--- src/rtl/btn_led_pkg.sv ---
// btn_led_pkg: types and constants shared by the push-button front end
// (btn_led_div) and the LED counter it drives (led_cnt).
//   DIV_W       - width of the led_cnt divider interface
//   btn_state_t - press-classifier FSM states; REPEAT exists only when
//                 BTN_AUTOREPEAT_EN is defined
package btn_led_pkg;

    localparam int DIV_W = 5;

    typedef enum logic [2:0] {
        IDLE,
        HELD,
        SHORT_WR,
        LONG_WR,
        WAIT_REL
`ifdef BTN_AUTOREPEAT_EN
        , REPEAT
`endif
    } btn_state_t;

endpackage

--- src/rtl/btn_debounce.sv ---
// btn_debounce: 2-FF synchroniser, polarity normalisation and debouncer for
// one raw push-button.
//   clk     in   system clock
//   rstn    in   synchronous active-low reset
//   btn_i   in   raw asynchronous button
//   level_o out  debounced level, active-high (1 = pressed)
//   rise_o  out  one-cycle pulse in the first cycle level_o reads 1
//   fall_o  out  one-cycle pulse in the first cycle level_o reads 0
// A raw edge shows up on level_o DEBOUNCE_CYCLES+2 cycles later (two
// synchroniser stages plus DEBOUNCE_CYCLES cycles of stable disagreement).
module btn_debounce #(
    parameter int DEBOUNCE_CYCLES = 1_000_000,
    parameter int BTN_ACTIVE_LOW  = 1
) (
    input  logic clk,
    input  logic rstn,
    input  logic btn_i,
    output logic level_o,
    output logic rise_o,
    output logic fall_o
);

    localparam int   CW       = (DEBOUNCE_CYCLES > 1) ? $clog2(DEBOUNCE_CYCLES) : 1;
    localparam logic [CW-1:0] CNT_LIM = CW'(DEBOUNCE_CYCLES - 1);
    // Raw level of a released button; also the synchroniser reset value so
    // reset never looks like a press.
    localparam logic RAW_IDLE = (BTN_ACTIVE_LOW != 0);

    logic          sync1, sync2;
    logic          norm;
    logic [CW-1:0] cnt;

    assign norm = sync2 ^ RAW_IDLE;

    always_ff @(posedge clk) begin
        if (!rstn) begin
            sync1   <= RAW_IDLE;
            sync2   <= RAW_IDLE;
            cnt     <= '0;
            level_o <= 1'b0;
            rise_o  <= 1'b0;
            fall_o  <= 1'b0;
        end else begin
            sync1  <= btn_i;
            sync2  <= sync1;
            rise_o <= 1'b0;
            fall_o <= 1'b0;
            if (norm == level_o) begin
                cnt <= '0;
            end else if (cnt == CNT_LIM) begin
                // DEBOUNCE_CYCLES consecutive disagreeing cycles: accept.
                // Flipping resets the counter, so it never passes CNT_LIM.
                level_o <= norm;
                rise_o  <= norm;
                fall_o  <= ~norm;
                cnt     <= '0;
            end else begin
                cnt <= cnt + 1'b1;
            end
        end
    end

endmodule

--- src/rtl/btn_led_div.sv ---
// btn_led_div: push-button front end that writes the led_cnt blink-rate
// interface. Debounced presses are classified as short or long; a short
// press steps the divider up (wrapping DIV_MAX -> 0), a long press restores
// DIV_DEFAULT. Each write is a registered div_o with a one-cycle wren_o on
// the same edge.
//   clk100    in   system clock (100 MHz)
//   rstn      in   synchronous active-low reset
//   btn_i     in   raw asynchronous push-button
//   div_o     out  divider value for led_cnt div_i
//   wren_o    out  one-cycle write strobe for led_cnt wren_i
//   pressed_o out  debounced pressed level, active-high
// Optional: define BTN_AUTOREPEAT_EN to make a long press step the divider
// and keep stepping every REPEAT_CYCLES until release.
module btn_led_div #(
    parameter int DEBOUNCE_CYCLES = 1_000_000,
    parameter int LONG_CYCLES     = 100_000_000,
    parameter int REPEAT_CYCLES   = 25_000_000,
    parameter int DIV_W           = btn_led_pkg::DIV_W,
    parameter int DIV_DEFAULT     = 2,
    parameter int DIV_MAX         = 31,
    parameter int BTN_ACTIVE_LOW  = 1
) (
    input  logic             clk100,
    input  logic             rstn,
    input  logic             btn_i,
    output logic [DIV_W-1:0] div_o,
    output logic             wren_o,
    output logic             pressed_o
);

    localparam int HW = (LONG_CYCLES > 1) ? $clog2(LONG_CYCLES) : 1;
    localparam logic [HW-1:0]    HOLD_LIM = HW'(LONG_CYCLES - 1);
    localparam logic [DIV_W-1:0] DIV_DEF  = DIV_W'(DIV_DEFAULT);
    localparam logic [DIV_W-1:0] DIV_TOP  = DIV_W'(DIV_MAX);

    if (DEBOUNCE_CYCLES < 1 || LONG_CYCLES < 2 || REPEAT_CYCLES < 1) begin : g_param_check
        $error("btn_led_div: cycle-count parameters out of range");
    end

    function automatic logic [DIV_W-1:0] div_step(input logic [DIV_W-1:0] d);
        return (d == DIV_TOP) ? '0 : d + 1'b1;
    endfunction

    logic level, rise, fall;

    btn_debounce #(
        .DEBOUNCE_CYCLES (DEBOUNCE_CYCLES),
        .BTN_ACTIVE_LOW  (BTN_ACTIVE_LOW)
    ) u_deb (
        .clk     (clk100),
        .rstn    (rstn),
        .btn_i   (btn_i),
        .level_o (level),
        .rise_o  (rise),
        .fall_o  (fall)
    );

    assign pressed_o = level;

    btn_led_pkg::btn_state_t state;
    logic [HW-1:0]           hold_cnt;

`ifdef BTN_AUTOREPEAT_EN
    localparam int RW = (REPEAT_CYCLES > 1) ? $clog2(REPEAT_CYCLES) : 1;
    localparam logic [RW-1:0] REP_LIM = RW'(REPEAT_CYCLES - 1);
    logic [RW-1:0] rep_cnt;
`endif

    always_ff @(posedge clk100) begin
        if (!rstn) begin
            state    <= btn_led_pkg::IDLE;
            hold_cnt <= '0;
            div_o    <= DIV_DEF;
            wren_o   <= 1'b0;
`ifdef BTN_AUTOREPEAT_EN
            rep_cnt  <= '0;
`endif
        end else begin
            wren_o <= 1'b0;
            case (state)
                btn_led_pkg::IDLE: begin
                    if (rise) begin
                        state    <= btn_led_pkg::HELD;
                        hold_cnt <= '0;
                    end
                end
                btn_led_pkg::HELD: begin
                    // Release is tested first so it wins a tie with the
                    // threshold. The fall pulse cannot be missed here: HELD
                    // is entered right after rise and lasts until release.
                    if (fall) begin
                        state <= btn_led_pkg::SHORT_WR;
                    end else if (hold_cnt == HOLD_LIM) begin
                        state <= btn_led_pkg::LONG_WR;
                    end else begin
                        hold_cnt <= hold_cnt + 1'b1;
                    end
                end
                btn_led_pkg::SHORT_WR: begin
                    div_o  <= div_step(div_o);
                    wren_o <= 1'b1;
                    state  <= btn_led_pkg::IDLE;
                end
                btn_led_pkg::LONG_WR: begin
                    wren_o <= 1'b1;
`ifdef BTN_AUTOREPEAT_EN
                    div_o   <= div_step(div_o);
                    rep_cnt <= '0;
                    state   <= btn_led_pkg::REPEAT;
`else
                    div_o <= DIV_DEF;
                    state <= btn_led_pkg::WAIT_REL;
`endif
                end
                // The release may land while LONG_WR is writing, so the
                // states after it watch the level rather than the fall pulse.
                btn_led_pkg::WAIT_REL: begin
                    if (!level) state <= btn_led_pkg::IDLE;
                end
`ifdef BTN_AUTOREPEAT_EN
                btn_led_pkg::REPEAT: begin
                    if (!level) begin
                        state <= btn_led_pkg::IDLE;
                    end else if (rep_cnt == REP_LIM) begin
                        div_o   <= div_step(div_o);
                        wren_o  <= 1'b1;
                        rep_cnt <= '0;
                    end else begin
                        rep_cnt <= rep_cnt + 1'b1;
                    end
                end
`endif
                default: state <= btn_led_pkg::IDLE;
            endcase
        end
    end

endmodule

--- config.mk ---
export PLATFORM = sky130hd
export DESIGN_NAME = btn_led_div
export DESIGN_NICKNAME = d
export VERILOG_FILES = /design/src/rtl/btn_led_pkg.sv /design/src/rtl/btn_debounce.sv /design/src/rtl/btn_led_div.sv
export SDC_FILE = /design/constraint.sdc
export NUM_CORES = 1
export LEC_CHECK = 0
export ABC_AREA = 1
export BUFFER_PORTS_ARGS = -buffer_cell sky130_fd_sc_hd__buf_2
export CORE_MARGIN = 2
export CORE_UTILIZATION = 65
export DETAILED_ROUTE_END_ITERATION = 10
export GPL_TIMING_DRIVEN = 0
export PLACE_DENSITY = 0.87
export SYNTH_ARGS = -nofsm -noshare
export SYNTH_HDL_FRONTEND = slang
export SYNTH_SLANG_ARGS = --single-unit
--- constraint.sdc ---
create_clock -name clk100 -period 4.85 [get_ports clk100]
set_input_delay 0.2425 -clock clk100 [delete_from_list [all_inputs] [get_ports clk100]]
set_output_delay 0.2425 -clock clk100 [all_outputs]
set_load 0.005 [all_outputs]
==> results of run 1 <==
## cell families (layout without fill, tap and decap cells)
kind of cell    Yosys count  count (layout)
buf+inv                  77             101
flops                    61              61
xor+xnor                  9               9
simple gates            364             364
fa+ha+maj                 4               4
compound gates           44              44
## metal layers
layer	share of wire, %	global-route usage [%]
met1	44	34.9
met2	48	50.2
met3	6.5	7.29
met4	2.2	10.0
met5	0	0
## synthesized netlist by cell type (4+ instances only)
library cell | count | area, um2
a21oi_1 | 32 | 160
clkbuf_1 | 5 | 18.8
dfxtp_1 | 61 | 1220
ha_1 | 4 | 50.1
inv_1 | 63 | 236
nand2_1 | 184 | 691
nand2_2 | 4 | 25.0
nand3_1 | 50 | 250
nand3b_1 | 5 | 37.5
nand4_1 | 9 | 56.3
nor2_1 | 81 | 304
nor2_2 | 8 | 50.1
nor3_1 | 10 | 50.1
o21ai_0 | 7 | 35.0
xor2_1 | 7 | 61.3
## area by class of cell
type                       count  area share [%]
timing repair buffer           8            1.04
tap                           70            2.28
sequential                    61            31.8
multi-input combinational    421            50.5
inverter                      64            6.25
buffer                        13            2.21
clock buffer                   9            3.22
clock inverter                 7            2.74
## where the power goes
part / internal, W / leakage [nW] / total (W) / switching (W)
Clock: 0.000298 / 0.113 / 0.000527 / 0.000229
Sequential: 0.000501 / 0.492 / 0.000502 / 0.000000552
Combinational: 0.00000282 / 0.744 / 0.0000125 / 0.00000965
## worst max path at each step
stage / slack, ns / cells after the start / end / startpoint
detailed placement: 2.96 / 10 / hold_cnt[20] / hold_cnt[0]
floorplan: 3.30 / 11 / hold_cnt[16] / hold_cnt[0]
global route: 2.72 / 9 / hold_cnt[24] / hold_cnt[0]
global placement: 3.01 / 9 / hold_cnt[24] / hold_cnt[0]
finish: 2.90 / 10 / hold_cnt[16] / hold_cnt[0]
CTS: 2.92 / 10 / hold_cnt[16] / hold_cnt[0]
## metrics by stage
step / instance area, um2 / utilization (%) / hold slack (ns) / instances
3_5_place_dp: 3610 / 70.3 / 0.404 / 637
4_1_cts: 3840 / 74.8 / 0.0600 / 653
6_report: 3840 / 74.8 / 0.0671 / 653
5_1_grt: 3840 / 74.8 / 0.0667 / 653
3_3_place_gp: 3610 / 70.3 / 0.395 / 637
2_1_floorplan: 3490 / - / 0.349 / 559
## registers in the layout, indices dropped and copies added (netlist names)
register / cells
wren_o: 1
div_o: 5
u_deb.level_o: 1
state: 3
u_deb.cnt: 20
u_deb.fall_o: 1
u_deb.sync1: 1
u_deb.sync2: 1
hold_cnt: 27
u_deb.rise_o: 1
==> results.cfg, run 1 <==
[clock_tree]
cts_tree = yes
cts_sinks = 61
clock_latency_ns = 0.36
ctsHoldBuffers = 0
clk_pin_slew_ns = 0.08
cts_setup_buffers = 0
cts_max_path_buffers = 2
cts_root_buffer = clkbuf_8
cts-resized-gates = 0
cts_buffers = 9
htree_levels = 3

[finish]
diodes = 0
ff_latch_area_mm2 = 0.00122
final_cell_mix = nand2_1 (184), nor2_1 (81), inv_1 (63)
syn_to_final_growth_pct = 10.2
drive_gt1_share_pct = 8.92
multi_input_area_mm2 = 0.00194
fillers = 388
layout_commonest_cell = nand2_1
nets = 585

[hold_path]
hold_end = u_deb.sync1
hold_depth = 2
min_from = btn_i
hp-class = in -> reg

[worst_setup_path]
critPathBufInv = 0
r2r_slack_ns = 2.90
regToRegEndpoint = hold_cnt[16]
path_class = reg -> reg
cp-end-kind = register
rr_startpoint = hold_cnt[0]
start_kind = register
crit_chain = ha_1 > nand2_2 > nor2_4 > nand2_2 > nor2_1 > nand2_1 > nand2_1 > nand3_1 > nand2_1 > nor2_2
arrival_ns = 2.21
cp.required_ns = 5.10
reg2reg_depth = 10
path_max_fanout = 7
crit_family = simple AND/OR/NAND/NOR gates
slowest_delay_ns = 0.43
cpMostUsedCell = nand2_1
cpMaxStageDelayCell = nor2_1

[yosys]
synthCells = 559
synth-xor-area-share_pct = 2.26
synth-async-reset-ratio_pct = 0
synthFlopType = dfxtp_1
synthAdderAreaFrac_pct = 1.44
synth_top_family_by_area = simple AND/OR/NAND/NOR gates
ys_warn_count = 0
synth-edff-count = 0
synth_cell_types = 32
syn_area_per_cell_um2 = 6.24
synth_compound_area_share_pct = 6.93
yosys.area_share.simple_pct = 45.0
synth_area_mm2 = 0.00349
muxShareOfSynthArea_pct = 0
seq_area_frac_synth_pct = 35.0
synth_seq_cells = 61
synth_fp_nets = 566

[sta]
fin_skew_ns = 0.00756
fin_tns_setup_ns = 0
rsz0062_at_grt = false
slew_headroom_pct = 59.4
final-max-slew-violation-count = 0
finalCritPeriodShare_pct = 40.3
fmax_mhz = 512
layout_setup_ws_ns = 2.90
finalHoldViolations = 0
setup_viol = 0
finalCriticalPeriod_ns = 1.95
worst-slew-pin-transition_ns = 0.609

[floorplan]
die_w_um = 77.2
start_util_pct = 67.8
core_area_mm2 = 0.00514
ios = 10
die_h_um = 77.2
floorplan.die_area_mm2 = 0.00596
fp-row-count = 26

[detailed_routing]
routed_wl_um = 8270
drt-initial-drc-count = 222
num_vias = 3549
dr.pass1.iters = 5
drtAntennaViolNets = 0
wl_per_cell_um = 12.7
drcViolationCount = 0
viasPerCell = 5.43

[place]
dp_hpwl_um = 5740
port_buffers = 8
finalWeightedCongestion = 0.924
pre_cts_ws_ns = 2.96

[pwr]
leakagePower_nw = 1.35
power.total_w = 0.00104
powerDensity_mw_per_mm2 = 271
peakVddDrop_mv = 0.244

[global_routing]
grt_usage_pct = 29.0
grt_max_degree = 14
grt_pass1_vias = 3154
antenna_found_initial = 0
overflow = 0
grt_pass1_wl_um = 13800

[status]
status = finished clean

[flow_run]
drv_cap = 0
Note: power is estimated with default switching activity, not from simulation.
==> inputs of run 2 (changes only) <==
--- a/config.mk
+++ b/config.mk
@@ -8,10 +8,10 @@
 export ABC_AREA = 1
 export BUFFER_PORTS_ARGS = -buffer_cell sky130_fd_sc_hd__buf_2
 export CORE_MARGIN = 2
-export CORE_UTILIZATION = 65
+export CORE_UTILIZATION = 62
 export DETAILED_ROUTE_END_ITERATION = 10
 export GPL_TIMING_DRIVEN = 0
-export PLACE_DENSITY = 0.87
+export PLACE_DENSITY = 0.83
 export SYNTH_ARGS = -nofsm -noshare
 export SYNTH_HDL_FRONTEND = slang
 export SYNTH_SLANG_ARGS = --single-unit
==> constraint.sdc (replaced) <==
create_clock -name clk100 -period 1.8 [get_ports clk100]
set_input_delay 0.09 -clock clk100 [delete_from_list [all_inputs] [get_ports clk100]]
set_output_delay 0.09 -clock clk100 [all_outputs]
set_load 0.005 [all_outputs]
==> run 2 against run 1 <==
Non-clock buffer count rose by 7. Highest routed layer unchanged. Maximum frequency rose by 17%. Clock skew fell by 0.0027 ns. Cell area rose by 3.1%. Die area rose by 4.6%. Total power rose to 2.6 times the previous value. Clock-buffer cell count rose by 1. Critical endpoint is now hold_cnt[22]. Largest cell class unchanged.
==> results.cfg, run 2 (synthesis gave the netlist of run 1 again) <==
[status]
status = finished clean

[finish]
largest_register_ffs = 27
layout_commonest_cell = nand2_1
fillers = 464
syn_to_final_growth_pct = 13.6
ff_latch_area_mm2 = 0.00122
drive_gt1_share_pct = 11.9
nets = 592
stdcell_count = 660
diodes = 0
multi_input_area_mm2 = 0.00200
utilization_pct = 72.4
reg_top3 = hold_cnt (27), u_deb.cnt (20), div_o (5)
final_cell_mix = nand2_1 (184), nor2_1 (75), inv_1 (63)
top_register = hold_cnt

[place]
port_buffers = 8
placedCellCount = 639
finalWeightedCongestion = 0.906
dp_hpwl_um = 5790

[clock_tree]
cts_max_path_buffers = 2
cts_tree = yes
clk_pin_slew_ns = 0.07
htree_levels = 3
cts_sinks = 61
cts_buffers = 9
clock_latency_ns = 0.34
cts_root_buffer = clkbuf_8

[worst_setup_path]
arrival_ns = 1.88
path_max_fanout = 10
start_kind = register
cp-end-kind = register
cp.required_ns = 2.00
path_class = reg -> reg

[detailed_routing]
dr.pass1.iters = 5
wl_per_cell_um = 12.8
routed_wl_um = 8460
drcViolationCount = 0
drtAntennaViolNets = 0
viasPerCell = 5.36
num_vias = 3537
drt-initial-drc-count = 262

[flow_run]
drv_cap = 0

[sta]
finalCritPeriodShare_pct = 93.0
final-max-slew-violation-count = 0
slew_headroom_pct = 58.0
fin_tns_setup_ns = 0
setup_viol = 0
fin_skew_ns = 0.00488
worst-slew-pin-transition_ns = 0.630
finalHoldViolations = 0
finalCriticalPeriod_ns = 1.67
fmax_mhz = 597
rsz0062_at_grt = false

[global_routing]
antenna_found_initial = 0
grt_usage_pct = 28.6
grt_pass1_vias = 3196
overflow = 0
grt_pass1_wl_um = 14000
grt_max_degree = 11

[floorplan]
start_util_pct = 63.7
fp-row-count = 27
floorplan.die_area_mm2 = 0.00624
core_area_mm2 = 0.00547
ios = 10
die_h_um = 79.0
die_w_um = 79.0

[pwr]
power.total_w = 0.00274
peakVddDrop_mv = 0.637
powerDensity_mw_per_mm2 = 692
leakagePower_nw = 1.40

[hold_path]
hp-class = in -> reg
-- run 2: cell count changes in the layout (fill, tap and decap cells not counted), sizes merged --
cell	before	now
buf	16	22
inv	67	63
clkbuf	14	15
clkinv	1	2
dlygate4sd3	0	1
-- run 2: final timing paths --
kind,startpoint,endpoint,slack (ns),cells after the start
setup / recovery,hold_cnt[4],hold_cnt[22],0.13,10
hold / removal,rstn,div_o[1],0.11,2
setup reg to reg,hold_cnt[4],hold_cnt[22],0.13,10
hold reg to reg,u_deb.sync1,u_deb.sync2,0.42,1
-- run 2: layout make-up --
| class | instances | area share [%] |
|---|---|---|
| Buffer | 13 | 2.27 |
| Clock buffer | 10 | 3.48 |
| Clock inverter | 4 | 1.86 |
| Inverter | 64 | 6.16 |
| Multi-Input combinational cell | 421 | 50.6 |
| Sequential cell | 61 | 30.9 |
| Tap cell | 72 | 2.27 |
| Timing Repair Buffer | 15 | 2.40 |
-- run 2: what timing repair did --
action / 4_1_cts / 5_1_grt
hold buffers: 1 / 0
resized for setup: 4 / 17
pin swaps: 1 / 4
hold endpoints to repair: 1 / 0
endpoints found under the setup margin: 12 / 38
buffers inserted: 2 / 4
-- run 2: critical path, cell delays in order, from the launching register on --
cell     delay, ns
dfxtp_1       0.40
nand2_1       0.13
nor2_2        0.24
nand2_4       0.11
inv_1         0.07
nand2_1       0.06
nor2_2        0.10
nor2_2        0.08
buf_4         0.19
nand2_1       0.09
a21oi_1       0.06
-- run 2: through the flow --
stage                     hold WS [ns]  instance area (um2)  setup slack (ns)
final                            0.113                 3960             0.126
after CTS                        0.122                 3870           0.00338
after floorplan                  0.197                 3490             0.245
after detailed placement         0.278                 3620           -0.0595
after global placement           0.277                 3620           -0.0289
after global routing             0.163                 3960           0.00342
-- run 2: power by group --
| part | switching (W) | leakage (nW) | internal (W) | total (W) |
|---|---|---|---|---|
| clock | 0.000550 | 0.108 | 0.000802 | 0.00135 |
| combinational | 0.0000272 | 0.794 | 0.00000942 | 0.0000366 |
| sequential | 0.00000187 | 0.493 | 0.00135 | 0.00135 |
-- run 2: metal layers --
layer	GRT usage, %	vias up	share of wire, %
met1	36.5	1610	46
met4	13.4	0	2.4
met5	0	-	0
li1	-	1814	-
met3	5.00	19	4.4
met2	47.1	94	47
==> inputs of run 3 (changes only) <==
--- a/config.mk
+++ b/config.mk
@@ -8,10 +8,10 @@
 export ABC_AREA = 1
 export BUFFER_PORTS_ARGS = -buffer_cell sky130_fd_sc_hd__buf_2
 export CORE_MARGIN = 2
-export CORE_UTILIZATION = 62
+export CORE_UTILIZATION = 60
 export DETAILED_ROUTE_END_ITERATION = 10
 export GPL_TIMING_DRIVEN = 0
-export PLACE_DENSITY = 0.83
+export PLACE_DENSITY = 0.81
 export SYNTH_ARGS = -nofsm -noshare
 export SYNTH_HDL_FRONTEND = slang
 export SYNTH_SLANG_ARGS = --single-unit
==> run 3 against run 2 <==
Global-route usage is 0.51 points lower. Critical path depth is the same. First-iteration DRC count down 21%. Routed wire length fell by 2.2%. Core utilization shrank 2.9 points. Sequential power about the same. Cell area is 2.2% lower. Flip-flop and latch count stayed put. Clock-buffer cell count unchanged. Hold slack improved by 0.023 ns. Final cell count down 0.76%. Die area rose by 3.2%.
==> results.cfg, run 3 (synthesis gave the netlist of run 1 again) <==
[status]
status = finished clean

[detailed_routing]
drcViolationCount = 0
drt-initial-drc-count = 206
dr.pass1.iters = 5
wl_per_cell_um = 12.6
num_vias = 3559
drtAntennaViolNets = 0
viasPerCell = 5.43
routed_wl_um = 8270

[finish]
reg_top3 = hold_cnt (27), u_deb.cnt (20), div_o (5)
drive_gt1_share_pct = 10.8
diodes = 0
layout_commonest_cell = nand2_1
fillers = 481
syn_to_final_growth_pct = 11.1
largest_register_ffs = 27
top_register = hold_cnt
final_cell_mix = nand2_1 (184), nor2_1 (74), inv_1 (63)
nets = 588

[global_routing]
antenna_found_initial = 0
grt_pass1_wl_um = 14000
grt_pass1_vias = 3216
grt_max_degree = 11
overflow = 0
top_usage_layer = met2
grt_use_met1_pct = 35.6
grt_util_met2_pct = 47.1
grt.met3_usage_pct = 3.71
grt_usage_pct = 28.1

[sta]
layout_setup_ws_ns = 0.113
fin_tns_setup_ns = 0
finalCritPeriodShare_pct = 93.7
finalHoldViolations = 0
fin_skew_ns = 0.00708
fmax_mhz = 593
finalCriticalPeriod_ns = 1.69
final-max-slew-violation-count = 0
setup_viol = 0
slew_headroom_pct = 60.7
worst-slew-pin-transition_ns = 0.589

[pwr]
leakagePower_nw = 1.35
pwr-share-comb_pct = 1.4
pwr-share-seq_pct = 53.9
switching_power_w = 0.000536
peakVddDrop_mv = 0.604
clockPowerShare_pct = 44.7
swShare_pct = 21.4
intPower_w = 0.00197
powerDensity_mw_per_mm2 = 648

[clock_tree]
clock_latency_ns = 0.34
htree_levels = 3
cts_tree = yes
cts_max_path_buffers = 2
cts_buffers = 9
clk_pin_slew_ns = 0.07
cts_root_buffer = clkbuf_8
cts_sinks = 61

[floorplan]
die_h_um = 80.2
fp-row-count = 27
die_w_um = 80.2
core_area_mm2 = 0.00557
floorplan.die_area_mm2 = 0.00644
ios = 10
start_util_pct = 62.5

[place]
finalWeightedCongestion = 0.895
dp_hpwl_um = 5870
pre_cts_ws_ns = -0.109
port_buffers = 8

[hold_path]
hold_end = div_o[1]
hp-class = in -> reg
hold_depth = 2
min_from = rstn

[worst_setup_path]
arrival_ns = 1.95
crit_family = simple AND/OR/NAND/NOR gates
path_max_fanout = 10
cpMaxStageDelayCell = dfxtp_4
cpMostUsedCell = nand2_2
reg2reg_depth = 10
cp-end-kind = register
critPathBufInv = 1
regToRegEndpoint = hold_cnt[6]
path_class = reg -> reg
cp.required_ns = 2.06
start_kind = register
r2r_slack_ns = 0.11
slowest_delay_ns = 0.37
crit_chain = ha_4 > nand2_2 > nor2_4 > nand2_4 > nor2_2 > nand3_2 > nand2_2 > buf_6 > nand2_1 > a21oi_1
rr_startpoint = hold_cnt[0]

[flow_run]
drv_cap = 0
run 3: cell count changes in the layout (fill, tap and decap cells not counted), sizes merged:
cell | before | now
clkinv | 2 | 3
buf | 22 | 18
bufinv | 2 | 1
clkinvlp | 1 | 0
run 3: metrics by stage:
| stage | total power [W] | utilization (%) | cell area, um2 | hold WS [ns] | std cells |
|---|---|---|---|---|---|
| after floorplan | 0.00141 | - | 3490 | 0.197 | 559 |
| after CTS | 0.00253 | 68.7 | 3830 | 0.117 | 654 |
| final | 0.00251 | 69.5 | 3870 | 0.135 | 655 |
| after global placement | 0.00142 | 64.9 | 3620 | 0.276 | 639 |
| after global routing | 0.00258 | 69.5 | 3870 | 0.136 | 655 |
| after detailed placement | 0.00142 | 64.9 | 3620 | 0.279 | 639 |
run 3: worst register-to-register path, stage by stage, from the launching register on:
cell     delay [ns]
dfxtp_4        0.37
ha_4           0.15
nand2_2        0.07
nor2_4         0.19
nand2_4        0.11
nor2_2         0.13
nand3_2        0.10
nand2_2        0.11
buf_6          0.16
nand2_1        0.08
a21oi_1        0.14
run 3: power by group through the flow:
stage               Sequential, W  Clock [W]  Combinational, W
finish                    0.00135    0.00112         0.0000355
global route              0.00135    0.00119         0.0000389
CTS                       0.00135    0.00114         0.0000354
detailed placement        0.00138          0         0.0000334
global placement          0.00138          0         0.0000327
floorplan                 0.00138          0         0.0000224
run 3: repair_timing:
item                                    CTS  global route
hold buffers                              1             0
pin swaps                                 1             2
setup buffers                             1             1
endpoints found under the setup margin   22            38
resized for setup                         6            14
hold endpoints to repair                  1             0
run 3: cell type report:
cell class              count  area [um2]  share of cell area (%)
multi-input cells         421        1990                    51.4
flip-flops and latches     61        1230                    31.7
inverters                  64         240                    6.21
clock buffers              10         128                    3.30
plain buffers              13        93.8                    2.42
well taps                  72        90.1                    2.33
repair buffers             11        65.1                    1.68
clock inverters             3        40.0                    1.03
run 3: worst max path at each step:
stage / startpoint / endpoint / slack (ns) / cells past startpoint
after detailed placement: hold_cnt[0] / hold_cnt[16] / -0.11 / 10
after CTS: u_deb.cnt[0] / u_deb.cnt[12] / 0.002 / 9
after global placement: hold_cnt[0] / hold_cnt[24] / -0.05 / 9
final: hold_cnt[0] / hold_cnt[6] / 0.11 / 10
after floorplan: hold_cnt[0] / hold_cnt[16] / 0.25 / 11
after global routing: hold_cnt[4] / hold_cnt[25] / -0.01 / 9
run 3: per-layer routing:
metal  vias up  part of all wire [%]
met2       123                    47
met5         -                     0
met1      1605                    45
met3        20                   5.5
li1       1811                     -
met4         0                   2.2
